### config.mk
export PLATFORM = sky130hd
export DESIGN_NAME = rs232_tx
export DESIGN_NICKNAME = d
export VERILOG_FILES = /design/src/rtl/rs232_tx.sv
export SDC_FILE = /design/constraint.sdc
export NUM_CORES = 1
export LEC_CHECK = 0
export CORE_MARGIN = 5
export CORE_UTILIZATION = 30
export CTS_CLUSTER_DIAMETER = 120
export CTS_CLUSTER_SIZE = 40
export DETAILED_ROUTE_END_ITERATION = 16
export PLACE_DENSITY = 0.53
export SYNTH_ARGS = -nofsm -noshare
export SYNTH_HDL_FRONTEND = slang
export SYNTH_SLANG_ARGS = --single-unit
### constraint.sdc
create_clock -name clock -period 2.7 [get_ports clock]
set_clock_uncertainty 0.2 [all_clocks]
set_input_delay 0.54 -clock clock [delete_from_list [all_inputs] [get_ports clock]]
set_output_delay 0.54 -clock clock [all_outputs]
set_load 0.01 [all_outputs]
### src/rtl/rs232_tx.sv
// rs232_tx: UART transmitter, 8 data bits LSB first, one-entry holding buffer, zero-gap back-to-back frames.
// Define RS232_TX_PARITY_EN to insert an even-parity bit after D7 (11-bit frame).
module rs232_tx #(
    parameter int baud = 9600,
    parameter int mhz  = 50
) (
    input  logic       clock,
    input  logic       reset,
    input  logic [7:0] transmit_data,
    input  logic       tx_vld,
    output logic       tx_rdy,
    output logic       tx_busy,
    output logic       tx_done,
    output logic       RS232_DCE_TXD
);
    localparam int BIT_PER = (mhz * 1_000_000) / baud;
    localparam int CW = $clog2(BIT_PER);
    localparam logic [CW-1:0] LAST = CW'(BIT_PER - 1);

    typedef enum logic [2:0] {IDLE, START, DATA, PARITY, STOP} state_t;
`ifdef RS232_TX_PARITY_EN
    localparam state_t AFTER_DATA = PARITY;
`else
    localparam state_t AFTER_DATA = STOP;
`endif

    state_t state_q, state_d;
    logic [CW-1:0] cnt_q, cnt_d;
    logic [2:0] idx_q, idx_d;
    logic [7:0] buf_q, buf_d, sh_q, sh_d;
    logic full_q, full_d, rdy_q, txd_q, txd_d, busy_q, busy_d, done_q, done_d;
    logic last, accept, load;

    assign last   = cnt_q == LAST;
    assign accept = tx_vld && rdy_q;
    // The buffer drains into the shifter when a frame starts, from IDLE or straight out of the last STOP cycle.
    assign load   = full_q && (state_q == IDLE || (state_q == STOP && last));

    assign tx_rdy        = rdy_q;
    assign tx_busy       = busy_q;
    assign tx_done       = done_q;
    assign RS232_DCE_TXD = txd_q;

    always_ff @(posedge clock) begin
        if (reset) begin
            state_q <= IDLE;
            cnt_q   <= '0;
            idx_q   <= '0;
            buf_q   <= '0;
            full_q  <= 1'b0;
            sh_q    <= '0;
            rdy_q   <= 1'b1;
            txd_q   <= 1'b1;
            busy_q  <= 1'b0;
            done_q  <= 1'b0;
        end else begin
            state_q <= state_d;
            cnt_q   <= cnt_d;
            idx_q   <= idx_d;
            buf_q   <= buf_d;
            full_q  <= full_d;
            sh_q    <= sh_d;
            rdy_q   <= ~full_d;
            txd_q   <= txd_d;
            busy_q  <= busy_d;
            done_q  <= done_d;
        end
    end

    always_comb begin
        state_d = state_q;
        case (state_q)
            IDLE:    state_d = full_q ? START : IDLE;
            START:   state_d = last ? DATA : START;
            DATA:    state_d = last && idx_q == 3'd7 ? AFTER_DATA : DATA;
            PARITY:  state_d = last ? STOP : PARITY;
            STOP:    state_d = last ? (full_q ? START : IDLE) : STOP;
            default: state_d = IDLE;
        endcase
    end

    always_comb begin
        cnt_d  = state_q == IDLE || last ? '0 : cnt_q + CW'(1);
        idx_d  = state_q == DATA && last ? idx_q + 3'd1 : idx_q;
        full_d = accept ? 1'b1 : load ? 1'b0 : full_q;
        buf_d  = accept ? transmit_data : buf_q;
        sh_d   = load ? buf_q : sh_q;
    end

    // Line outputs are registered, so they trail the state by one cycle.
    always_comb begin
        txd_d  = state_q == START ? 1'b0 : state_q == DATA ? sh_q[idx_q] : state_q == PARITY ? ^sh_q : 1'b1;
        busy_d = state_q != IDLE;
        done_d = state_q == STOP && last;
    end
endmodule

==> impl_metrics.csv <==
group,metric,value,unit
outcome,outcome,"finished, final reports clean",
power,switchingPower,0.000245,W
timing,tightest_slew,0.536,ns
clocking,clockBufferDepth,2,
cells_and_area,drive_above_1_share,0.0857,
clocking,root_buffer,"clkbuf_8",
logic_synthesis,synth-main-ff-cell,"dfxtp_1",
critical_path,r2r_end,"sh_q[4]$_SDFFE_PP0P_",
place,io_buffers,14,
grt,gr-usage-met3,0.0292,
timing,hold_viol_final,0,
critical_path,end_kind,"flip-flop",
clocking,cts.sinks,40,
logic_synthesis,avgSynthCellArea,9.35,sq um
logic_synthesis,async_flop_share,0,
timing,slew_viol_final,0,
floorplanning,start_util,0.307,
job,cap_viol_max_count,0,
cells_and_area,syn_to_final_growth,16.8,%
clocking,numCtsBuffers,5,
timing,rsz0062_at_grt,"false",
grt,grt_pass1_vias,1203,
power,clockPowerShare,0.345,
drt,wirelength,3240,microns
hold_path,hold_path.class,"flip-flop to flip-flop",
grt,gr-usage-met2,0.142,
timing,layout_setup_ws,0.682,ns
timing,final.setup.tns,0,ns
clocking,htreeDepth,2,
hold_path,min_from,"buf_q[1]$_SDFFE_PP0P_",
timing,post-route-period-util,0.748,
logic_synthesis,synth-edff-count,0,
power,switching_share,0.229,
critical_path,worst-path-max-fanout,8,
logic_synthesis,synth_nets,207,
place,place_ws,0.647,ns
drt,final_antenna_net_count,0,
critical_path,cp.arrival,2.03,ns
critical_path,crit_chain,"ha_1 > and4bb_4 > a31oi_4 > nor2_2 > mux2i_1",
critical_path,r2r_cells,5,
power,power_leakage,0.703,nW
floorplanning,die_x,87.6,microns
floorplanning,rows,28,
critical_path,slowest_stage,"nor2_2",
critical_path,worstPathRequired,2.71,ns
cells_and_area,final_cell_count_no_fill,285,
power,internal_power,0.000826,W
timing,slew_headroom,0.642,
place,gp_congestion,0.762,
drt,routed_via_density,4.56,
clocking,ctsResizeCount,0,
cells_and_area,fillers,636,
grt,grt_first_pass_wirelength,5490,microns
clocking,clkLatencyLatePin,0.29,ns
cells_and_area,nets,224,
grt,antenna_found_initial,0,
drt,wl_per_cell,11.4,microns
grt,globalRouteTotalUtil,0.0922,
grt,grt-busiest-layer,"met2",
timing,fin_crit,2.02,ns
power,power_frac_seq,0.576,
drt,first_iter_violations,42,
power,ir_drop,0.000201,V
grt,grt_remaining_overflow,0,
clocking,hold_buffers,0,
logic_synthesis,seq_area_frac_synth,0.444,
drt,dr.pass1.iters,4,
clocking,tritoncts,"done",
floorplanning,die_h,87.6,microns
grt,grt_start_max_net_pins,18,
floorplanning,core_area,0.00589,sq mm
critical_path,path_class,"flip-flop to flip-flop",
drt,route.detailed.drc,0,
critical_path,max_stage_delay,0.46,ns
critical_path,r2r_slack,0.68,ns
critical_path,endpoint,"sh_q[4]$_SDFFE_PP0P_",
power,power_frac_comb,0.079,
power,power_density,508,mW/mm^2
floorplanning,dieArea,0.00767,sq mm
logic_synthesis,yosysUniqueCellTypes,35,
critical_path,rr_startpoint,"cnt_q[0]$_SDFF_PP0_",
logic_synthesis,synth_seq_cells,40,
critical_path,start_kind,"flip-flop",
place,dpl.hpwl,2430,microns
floorplanning,ios,15,
timing,setup_viol,0,
clocking,cts_setup_buffers,0,
logic_synthesis,syn_area,0.00181,sq mm
cells_and_area,antenna_cells,0,
drt,num_vias,1299,
logic_synthesis,synth_warnings,0,
place,dp_cells,278,
critical_path,critPathLaunch,"cnt_q[0]$_SDFF_PP0_",
timing,max_freq,0.495,GHz
logic_synthesis,synth_cells,193,
grt,use_met1,0.118,
clocking,cts.reportedPaths.clkPinSlew,0.07,ns
[how the worst min path moves through the flow]
stage	to	slack [ns]	depth (start not counted)
floorplan	cnt_q[0]$_SDFF_PP0_	0.23	1
global placement	cnt_q[0]$_SDFF_PP0_	0.24	1
detailed placement	buf_q[7]$_SDFFE_PP0P_	0.25	2
CTS	buf_q[7]$_SDFFE_PP0P_	0.26	2
global route	buf_q[7]$_SDFFE_PP0P_	0.27	2
finish	buf_q[1]$_SDFFE_PP0P_	0.26	2
[area by class of cell]
type                            instances  area, sq um  share of cell area
Timing Repair Buffer                   16          155              0.0735
Clock buffer                            6         72.6              0.0344
Tap cell                               75         93.8              0.0445
Clock inverter                          1         5.00             0.00237
Inverter                                5         18.8             0.00890
Sequential cell                        40          801               0.380
Multi-Input combinational cell        142          963               0.457
[cells by family (layout without fill, tap and decap cells)]
family	count (synthesis)	count (layout)	share of synthesized area
AO/OA/AOI/OAI	23	23	0.0797
adder cells (fa/ha/maj)	3	3	0.0208
XOR/XNOR	17	17	0.0825
AND/OR/NAND/NOR	86	86	0.265
buffers and inverters	11	28	0.0229
multiplexers	13	13	0.0859
flip-flops	40	40	0.444
[routing by layer]
layer,vias up,part of all wire
met5,-,0
met4,0,0.016
met3,5,0.040
met2,15,0.46
met1,588,0.49
li1,691,-
[cells in the mapped netlist, types with 2 or more instances]
cell type / number / share of area
a21oi_1: 14 / 0.039
and2_1: 2 / 0.0069
and4bb_4: 3 / 0.027
clkbuf_1: 5 / 0.010
dfxtp_1: 40 / 0.44
ha_1: 3 / 0.021
inv_1: 5 / 0.010
mux2i_1: 11 / 0.061
mux4_2: 2 / 0.025
nand2_1: 23 / 0.048
nand2b_1: 16 / 0.055
nand3_1: 3 / 0.0083
nand4_1: 5 / 0.017
nor2_1: 19 / 0.040
nor4_1: 3 / 0.010
o21ai_0: 3 / 0.0083
or3_1: 3 / 0.010
xnor2_1: 13 / 0.063
xor2_1: 4 / 0.019
[state kept, by name, indices dropped and copies added (netlist names)]
name           count
RS232_DCE_TXD      1
buf_q              8
cnt_q             13
full_q             1
idx_q              3
sh_q               8
state_q            3
tx_busy            1
tx_done            1
tx_rdy             1
[power by group through the flow]
stage | clock (W) | combinational (W) | sequential, W
floorplan | 0 | 0.0000533 | 0.000628
global placement | 0 | 0.0000859 | 0.000631
detailed placement | 0 | 0.0000856 | 0.000631
CTS | 0.000386 | 0.0000860 | 0.000617
global route | 0.000408 | 0.0000931 | 0.000619
finish | 0.000370 | 0.0000845 | 0.000617
[worst max-delay path: cells and delay by family, from the launching register on]
kind / cells / cell delay (ns)
multiplexers: 1 / 0.26
adder cells (fa/ha/maj): 1 / 0.24
AO/OA/AOI/OAI: 1 / 0.12
flip-flops: 1 / 0.37
AND/OR/NAND/NOR: 2 / 0.76
[layout by cell type, fill, tap and decap left out, types with 2 or more instances in the layout]
| cell | netlist | layout |
|---|---|---|
| nor2_1 | 19 | 19 |
| and4bb_4 | 3 | 3 |
| nor4_1 | 3 | 3 |
| xnor2_1 | 13 | 13 |
| clkdlybuf4s50_1 | 0 | 14 |
| or3_1 | 3 | 3 |
| ha_1 | 3 | 3 |
| nand2_1 | 23 | 23 |
| buf_4 | 0 | 2 |
| and2_1 | 2 | 2 |
| mux4_2 | 2 | 2 |
| clkbuf_8 | 0 | 5 |
| inv_1 | 5 | 5 |
| a21oi_1 | 14 | 14 |
| mux2i_1 | 11 | 11 |
| nand3_1 | 3 | 3 |
| nand4_1 | 5 | 5 |
| dfxtp_1 | 40 | 40 |
| o21ai_0 | 3 | 3 |
| nand2b_1 | 16 | 16 |
| xor2_1 | 4 | 4 |
[stage by stage]
stage | util | total power, W | cell area [sq um] | hold slack (ns)
floorplan | - | 0.000681 | 1810 | 0.226
global placement | 0.345 | 0.000717 | 2030 | 0.240
detailed placement | 0.345 | 0.000717 | 2030 | 0.249
CTS | 0.358 | 0.00109 | 2110 | 0.260
global route | 0.358 | 0.00112 | 2110 | 0.273
finish | 0.358 | 0.00107 | 2110 | 0.255
Power figures use the tool's default switching activity.
